**config.mk**
```make
export PLATFORM = sky130hd
export DESIGN_NAME = bouncing_box_source_flat
export DESIGN_NICKNAME = d
export VERILOG_FILES = /design/src/rtl/bouncing_box_source_if.sv /design/src/rtl/bouncing_box_source.sv /design/src/flat_wrapper.sv
export SDC_FILE = /design/constraint.sdc
export NUM_CORES = 1
export LEC_CHECK = 0
export ABC_AREA = 1
export CAP_MARGIN = 5
export CORE_MARGIN = 2
export CORE_UTILIZATION = 30
export CTS_BUF_LIST = sky130_fd_sc_hd__clkbuf_4 sky130_fd_sc_hd__clkbuf_8 sky130_fd_sc_hd__clkbuf_16
export DETAILED_ROUTE_END_ITERATION = 10
export GPL_ROUTABILITY_DRIVEN = 0
export PLACE_DENSITY = 0.51
export SYNTH_ARGS = -nofsm -noshare
export SYNTH_HDL_FRONTEND = slang
export SYNTH_SLANG_ARGS = --single-unit
export TNS_END_PERCENT = 20
```
**constraint.sdc**
```tcl
create_clock -name clk -period 4.19 [get_ports clk]
set_input_delay 0.838 -clock clk [delete_from_list [all_inputs] [get_ports clk]]
set_output_delay 0.838 -clock clk [all_outputs]
set_load 0.05 [all_outputs]
```
**src/rtl/bouncing_box_source_if.sv**
```systemverilog
// Pixel-side bus between the VGA timing stage (master) and the bouncing box pixel source (slave).
interface bouncing_box_source_if;
  logic       pixelEn;
  logic       display;
  logic       newFrame;
  logic       freeze;
  logic [2:0] color;
  logic [7:0] bounceCount;

  modport master (
    output pixelEn, display, newFrame, freeze,
    input  color, bounceCount
  );

  modport slave (
    input  pixelEn, display, newFrame, freeze,
    output color, bounceCount
  );
endinterface

```
**src/rtl/bouncing_box_source.sv**
```systemverilog
// Paints a solid box over a background. The box moves diagonally once per frame and bounces off
// the visible-area edges.
module bouncing_box_source #(
  parameter int         hDisplay = 640,
  parameter int         vDisplay = 480,
  parameter int         boxSize  = 32,
  parameter int         step     = 2,
  parameter int         startX   = 0,
  parameter int         startY   = 0,
  parameter logic [2:0] boxColor = 3'b010,
  parameter logic [2:0] bgColor  = 3'b100
) (
  input  logic                  clk,
  input  logic                  rst,
  bouncing_box_source_if.slave  bus
);

  localparam logic [10:0] H_LIM = 11'(hDisplay);
  localparam logic [10:0] V_LIM = 11'(vDisplay);
  localparam logic [10:0] SIZE  = 11'(boxSize);
  localparam logic [10:0] STEP  = 11'(step);

  logic [9:0] r_x;
  logic [9:0] r_y;
  logic       r_prev_display;
  logic [9:0] r_box_x;
  logic [9:0] r_box_y;
  logic       r_dir_x;
  logic       r_dir_y;
  logic [2:0] r_color;
  logic [7:0] r_bounce_cnt;

  // Returns {bounced, next_dir, next_pos}. The 11-bit math keeps pos+step+size from overflowing.
  function automatic logic [11:0] move_axis(input logic [9:0] pos, input logic dir,
                                            input logic [10:0] lim);
    logic [10:0] p;
    logic [9:0]  np;
    logic        nd;
    logic        hit;
    p   = {1'b0, pos};
    np  = pos;
    nd  = dir;
    hit = 1'b0;
    if (dir) begin
      if (p + STEP + SIZE > lim) begin
        np  = 10'(lim - SIZE);
        nd  = 1'b0;
        hit = 1'b1;
      end else begin
        np = 10'(p + STEP);
      end
    end else if (p < STEP) begin
      np  = '0;
      nd  = 1'b1;
      hit = 1'b1;
    end else begin
      np = 10'(p - STEP);
    end
    return {hit, nd, np};
  endfunction

  logic [11:0] w_move_x;
  logic [11:0] w_move_y;
  logic        w_in_x;
  logic        w_in_y;
  logic [7:0]  w_bounce_next;

  assign w_move_x = move_axis(r_box_x, r_dir_x, H_LIM);
  assign w_move_y = move_axis(r_box_y, r_dir_y, V_LIM);

  assign w_in_x = ({1'b0, r_x} >= {1'b0, r_box_x}) && ({1'b0, r_x} < {1'b0, r_box_x} + SIZE);
  assign w_in_y = ({1'b0, r_y} >= {1'b0, r_box_y}) && ({1'b0, r_y} < {1'b0, r_box_y} + SIZE);

  assign w_bounce_next = r_bounce_cnt + {7'b0, w_move_x[11]} + {7'b0, w_move_y[11]};

  always_ff @(posedge clk or negedge rst) begin
    if (!rst) begin
      r_x            <= '0;
      r_y            <= '0;
      r_prev_display <= 1'b0;
      r_box_x        <= 10'(startX);
      r_box_y        <= 10'(startY);
      r_dir_x        <= 1'b1;
      r_dir_y        <= 1'b1;
      r_color        <= 3'b000;
      r_bounce_cnt   <= '0;
    end else begin
      // newFrame wins over a coincident pixel advance; the box only moves here so no frame tears.
      if (bus.newFrame) begin
        r_x            <= '0;
        r_y            <= '0;
        r_prev_display <= 1'b0;
        if (!bus.freeze) begin
          r_box_x      <= w_move_x[9:0];
          r_dir_x      <= w_move_x[10];
          r_box_y      <= w_move_y[9:0];
          r_dir_y      <= w_move_y[10];
          r_bounce_cnt <= w_bounce_next;
        end
      end else if (bus.pixelEn) begin
        if (bus.display) begin
          if (r_x != 10'd1023) r_x <= r_x + 10'd1;
        end else if (r_prev_display) begin
          r_x <= '0;
          if (r_y != 10'd1023) r_y <= r_y + 10'd1;
        end
        r_prev_display <= bus.display;
      end

      if (bus.pixelEn) begin
        if (!bus.display)          r_color <= 3'b000;
        else if (w_in_x && w_in_y) r_color <= boxColor;
        else                       r_color <= bgColor;
      end
    end
  end

  assign bus.color       = r_color;
  assign bus.bounceCount = r_bounce_cnt;

endmodule
```
**src/flat_wrapper.sv**
```systemverilog
// flat-port wrapper written by rule: the top's interface ports become plain ports
module bouncing_box_source_flat 
#(
  parameter int         hDisplay = 640,
  parameter int         vDisplay = 480,
  parameter int         boxSize  = 32,
  parameter int         step     = 2,
  parameter int         startX   = 0,
  parameter int         startY   = 0,
  parameter logic [2:0] boxColor = 3'b010,
  parameter logic [2:0] bgColor  = 3'b100
)
  (clk, rst, bus_pixelEn, bus_display, bus_newFrame, bus_freeze, bus_color, bus_bounceCount);
  bouncing_box_source_if bus_i ();
  input  logic clk;
  input  logic rst;
  input wire logic [$bits(bus_i.pixelEn)-1:0] bus_pixelEn;
  input wire logic [$bits(bus_i.display)-1:0] bus_display;
  input wire logic [$bits(bus_i.newFrame)-1:0] bus_newFrame;
  input wire logic [$bits(bus_i.freeze)-1:0] bus_freeze;
  output wire logic [$bits(bus_i.color)-1:0] bus_color;
  output wire logic [$bits(bus_i.bounceCount)-1:0] bus_bounceCount;
  assign bus_i.pixelEn = bus_pixelEn;
  assign bus_i.display = bus_display;
  assign bus_i.newFrame = bus_newFrame;
  assign bus_i.freeze = bus_freeze;
  assign bus_color = bus_i.color;
  assign bus_bounceCount = bus_i.bounceCount;
  bouncing_box_source #(.hDisplay(hDisplay), .vDisplay(vDisplay), .boxSize(boxSize), .step(step), .startX(startX), .startY(startY), .boxColor(boxColor), .bgColor(bgColor)) u_core (.clk(clk), .rst(rst), .bus(bus_i));
endmodule
```
After elaboration in Yosys (flattened, before gate mapping)
Cells that the tools add are included.
{"block": "totals", "latch_bits": 0, "input_bits": 6, "memories": 0, "regBits": 54, "romBits": 0, "ramBits": 0, "output_inout_bits": 11}
{"block": "classes", "mul": 0, "bitwise": 1, "muxes": 30, "n_lt_le_gt_ge": 8, "eq_ne": 4, "div": 0, "n_reduce_logical": 10, "add_sub_neg": 12, "shift": 0}
{"operator": "2-to-1 mux 10 bit", "n": 16}
{"operator": "adder 10 x 2 -> 11 bit, second input constant", "n": 2}
{"operator": "adder 10 x 6 -> 11 bit, second input constant", "n": 2}
{"operator": "adder 11 x 6 -> 11 bit, second input constant", "n": 2}
{"operator": "< comparator 10 x 11 -> 1 bit", "n": 2}
{"operator": "adder 10 x 1 -> 10 bit, second input constant", "n": 2}
{"operator": ">= comparator 10 bit", "n": 2}
{"operator": "< comparator 10 x 2 -> 1 bit, second input constant", "n": 2}
{"operator": "inequality test 10 bit, second input constant", "n": 2}
{"operator": "subtractor 10 x 2 -> 10 bit, second input constant", "n": 2}
{"operator": "adder 8 x 1 -> 8 bit", "n": 2}
{"operator": "2-to-1 mux 1 bit", "n": 12}
{"operator": "> comparator 11 x 10 -> 1 bit, second input constant", "n": 1}
{"operator": "> comparator 11 x 9 -> 1 bit, second input constant", "n": 1}
{"operator": "2-to-1 mux 3 bit", "n": 2}
{"operator": "nonzero test 2 bit", "n": 3}
{"operator": "AND reduction 4 bit", "n": 1}
{"operator": "logical AND 1 bit", "n": 3}
{"operator": "inequality test 3 x 1 -> 1 bit, second input constant", "n": 1}
{"operator": "AND reduction 3 bit", "n": 1}
{"operator": "nonzero test 3 bit", "n": 1}
{"operator": "inequality test 2 x 1 -> 1 bit, second input constant", "n": 1}
{"operator": "AND reduction 2 bit", "n": 1}
{"operator": "inverter 1 bit", "n": 1}

Depth between registers and ports, before layout
{"block": "logic_depth", "word_depth": 7, "mapped_depth": 22}

Worst setup path after synthesis
Ideal clock, no wire load.
{"block": "synth_timing", "kind": "register -> register", "startpoint": "register u_core.r_box_x[2]", "endpoint": "register u_core.r_bounce_cnt[6], in the netlist u_core.bus.bounceCount[6]", "arrival_time_ps": 2893, "setup_time_ps": 141, "required_ps": 4049, "setup_slack_ps": 1155, "path_stages_with_launch": 22, "cell_sequence": "dfrtp_1 -> ha_1 -> inv_2 -> nor2_4 -> nand2_1 -> nand2_2 -> ha_1 -> nand3b_1 -> nor2_1 -> nand3_1 -> nand3_1 -> nand3_1 -> nand2_2 -> nand2_4 -> o21ai_2 -> fa_1 -> inv_1 -> ha_1 -> nand2_1 -> nor3_1 -> nand3_1 -> xnor2_1"}
{"block": "synth_via", "elab_chain_len": 7, "elab_cells_between_ends": 9}
{"element": "start: declaration", "line": "bouncing_box_source.sv:26", "rtl": "logic [9:0] r_box_x;"}
{"element": "start signal: assignment", "line": "bouncing_box_source.sv:81", "rtl": "r_box_x <= 10'(startX);"}
{"element": "start signal: assignment", "line": "bouncing_box_source.sv:94", "rtl": "r_box_x <= w_move_x[9:0];"}
{"element": "adder 10 x 2 -> 11 bit"}
{"element": "adder 11 x 6 -> 11 bit", "line": "bouncing_box_source.sv:45", "rtl": "if (p + STEP + SIZE > lim) begin"}
{"element": "> comparator 11 x 10 -> 1 bit", "line": "bouncing_box_source.sv:45"}
{"element": "2-to-1 mux 1 bit", "line": "bouncing_box_source.sv:45"}
{"element": "2-to-1 mux 1 bit *", "line": "bouncing_box_source.sv:44", "rtl": "if (dir) begin"}
{"element": "adder 8 x 1 -> 8 bit * (2 in series)", "line": "bouncing_box_source.sv:74", "rtl": "assign w_bounce_next = r_bounce_cnt + {7'b0, w_move_x[11]} + {7'b0, w_move_y[11]};"}
{"element": "end signal: assignment", "line": "bouncing_box_source.sv:98", "rtl": "r_bounce_cnt <= w_bounce_next;"}
{"element": "end: declaration", "line": "bouncing_box_source.sv:31", "rtl": "logic [7:0] r_bounce_cnt;"}
Mark *: on every way between the ends. The rest lies on a longest branch, timed or not.
A chain may end at the register's enable or synchronous reset.

Worst setup path in the final report
{"block": "layout_timing", "startpoint": "register u_core.r_box_x[1]", "endpoint": "register u_core.r_bounce_cnt[6], in the netlist u_core.bus.bounceCount[6]"}
Same word-level chain as after synthesis.

==> flow_summary.toml <==
[outcome]
status = "finished clean"

[floorplanning]
die_y_um = 126
floorplan.initialDensity_pct = 30.8
die_area_sq_um = 16000
dieWidth_um = 126
core_sq_um = 14600
rows = 44
ios = 17

[yosys]
synthMuxAreaShare_pct = 0
synth-simple-area-share_pct = 34.5
synth_flop_cell = "dfrtp_1"
netlist_instances = 628
yosysMostFrequentCell = "nand2_1"
synth_fa_ha_area_share_pct = 12.2
synth_compound_area_share_pct = 10.9
seq_area_frac_synth_pct = 28.5
synth_fp_nets = 677
synth_top_family_by_area = "simple AND/OR/NAND/NOR gates"
yosysTopAreaCell = "dfrtp_1"
synth_xor_area_share_pct = 5.46
synth_edf_count = 0
synthTopCellsByCount = "nand2_1, nor2_1, inv_1, nand3_1, dfrtp_1"
ys_ff_latch = 51
synth_top_area_share_pct = 27.3
ys_types = 46
synth.area.top_cells = "dfrtp_1, ha_1, nand2_1, nor2_1, nand3_1"
yosysWarningCount = 0
avgSynthCellArea_sq_um = 7.15
async_flop_share_pct = 100
synthesis.area_sq_um = 4490

[global_routing]
grt_pass1_wl_um = 18400
grt_pass1_vias = 3856
overflow = 0
grt_max_degree = 35
grt_use_total_pct = 13.9
antenna_found_initial = 0

[layout]
postLayoutCoreUtil_pct = 34.1
area_growth_pct = 11.0
diodes = 0
fin_cells = 823
num-nets-final = 687
drive_above_1_share_pct = 9.70

[route]
drt-initial-drc-count = 198
drc = 0
vias = 3983
vias_per_cell = 4.84
wl_per_cell_um = 13.0
ant_nets = 0
firstDrtPassIters = 4
routed_wl_um = 10700

[critical_path]
crit_required_ns = 4.38
worstSetupPathType = "register to register"
cp-end-kind = "register"
critPathLaunchType = "register"
worst-path-max-fanout = 10
cp.arrival_ns = 3.59

[clocking]
cts_tree = "built"
clockBufferDepth = 2
htree_levels = 2
ctsHoldBuffers = 0
clock-sinks = 51
cts-root-buf = "clkbuf_16"
post_cts_buffers = 0
cts_buffers = 5
ctsResizeCount = 0
worstSkewPairLatency_ns = 0.29
clk_pin_slew_ns = 0.07

[run]
drv_cap = 0

[pwr]
powerDensity_nw_per_um2 = 620
p_leak_nw = 2.39
peakVddDrop_v = 0.000210

[sta]
min_period_ns = 3.40
rsz0062_at_grt = "false"
setup_violations = 0
fmax_mhz = 294
tightest_slew_ns = 0.827
slew_viol_final = 0
hold_viol_final = 0
post-route-period-util_pct = 81.2
relSlewSlack_pct = 44.8
finalSetupTns_ns = 0
fin_ws_ns = 0.788
finalClockSkew_ns = 0.00653

[placed_design]
io_buffers = 15
placedCellCount = 815
pre_cts_slack_ns = 0.808
dp_hpwl_um = 8330

[worst_hold_path]
min_path_type = "register to register"
per-layer routing:
metal	up-vias	GRT usage [%]	share of wire [%]
met5	-	0	0
met4	0	5.62	2.6
met3	19	2.02	2.3
met2	59	23.8	47
met1	1829	17.6	48
li1	2076	-	-
stage by stage:
stage	power [W]	hold WS (ns)	instance area, sq um
6_report	0.00309	0.471	4980
5_1_grt	0.00338	0.520	4980
4_1_cts	0.00311	0.476	4980
3_5_place_dp	0.00255	0.465	4790
3_3_place_gp	0.00254	0.461	4790
2_1_floorplan	0.00219	0.503	4490
where the power goes:
group | internal (W) | switching (W)
sequential | 0.000620 | 0.000261
combinational | 0.000585 | 0.00108
clock | 0.000349 | 0.000189
layout by cell type, fill, tap and decap left out, types with 6 or more instances in the layout:
master	Yosys	routed
clkdlybuf4s50_1	0	14
nor3_1	8	8
nand3_1	50	50
inv_1	64	64
nand4_1	14	14
nand2_2	13	13
nor2_1	76	76
dfrtp_1	49	49
nor2_4	6	6
ha_1	42	42
nand2_1	139	139
xor2_1	23	23
a21oi_1	41	41
inv_2	8	8
o21ai_0	24	24
registers in the layout, summed over array words and instances, names as in the netlist:
signal                  flops
u_core.bus.bounceCount      8
u_core.r_y                 10
u_core.r_x                 10
u_core.r_prev_display       1
u_core.r_box_y              9
u_core.r_dir_y              1
u_core.bus.color            2
u_core.r_dir_x              1
u_core.r_box_x              9
path summary, 6_finish.rpt:
kind	from	to	slack (ns)	depth (start not counted)
min	u_core.bus.bounceCount[7]	u_core.bus.bounceCount[7]	0.47	1
max reg2reg	u_core.r_box_x[1]	u_core.bus.bounceCount[6]	0.79	20
max in group asynchronous	rst	u_core.r_dir_y	2.72	2
min reg2reg	u_core.bus.bounceCount[7]	u_core.bus.bounceCount[7]	0.47	1
min in group asynchronous	rst	u_core.r_x[9]	0.64	1
max	u_core.r_box_x[1]	u_core.bus.bounceCount[6]	0.79	20
area by class of cell:
type                       count  area [sq um]
clock buffer                   6           133
clock inverter                 2          60.1
fill                        1495          9610
inverter                      74           280
multi-input combinational    488          2830
sequential                    51          1280
tap                          184           230
timing repair buffer          18           168
cell families after synthesis:
group / after synthesis
AO/OA/AOI/OAI: 87
XOR/XNOR: 28
adder cells (fa/ha/maj): 43
buffers and inverters: 89
flip-flops: 51
other: 1
AND/OR/NAND/NOR: 329
worst max-delay path: stages (launching register included):
cell,delay [ns]
dfrtp_1,0.55
ha_1,0.28
nand3_2,0.11
nand2_1,0.10
nand2_2,0.09
ha_1,0.27
nand3b_1,0.09
nor2_1,0.05
nand3_1,0.08
nand3_1,0.07
nand3_1,0.10
nand2_2,0.12
nand2_4,0.11
o21ai_2,0.08
fa_1,0.39
inv_1,0.08
ha_1,0.13
nand2_1,0.07
nor3_1,0.25
nand3_1,0.13
xnor2_1,0.14
Note: power is estimated with default switching activity, not from simulation.
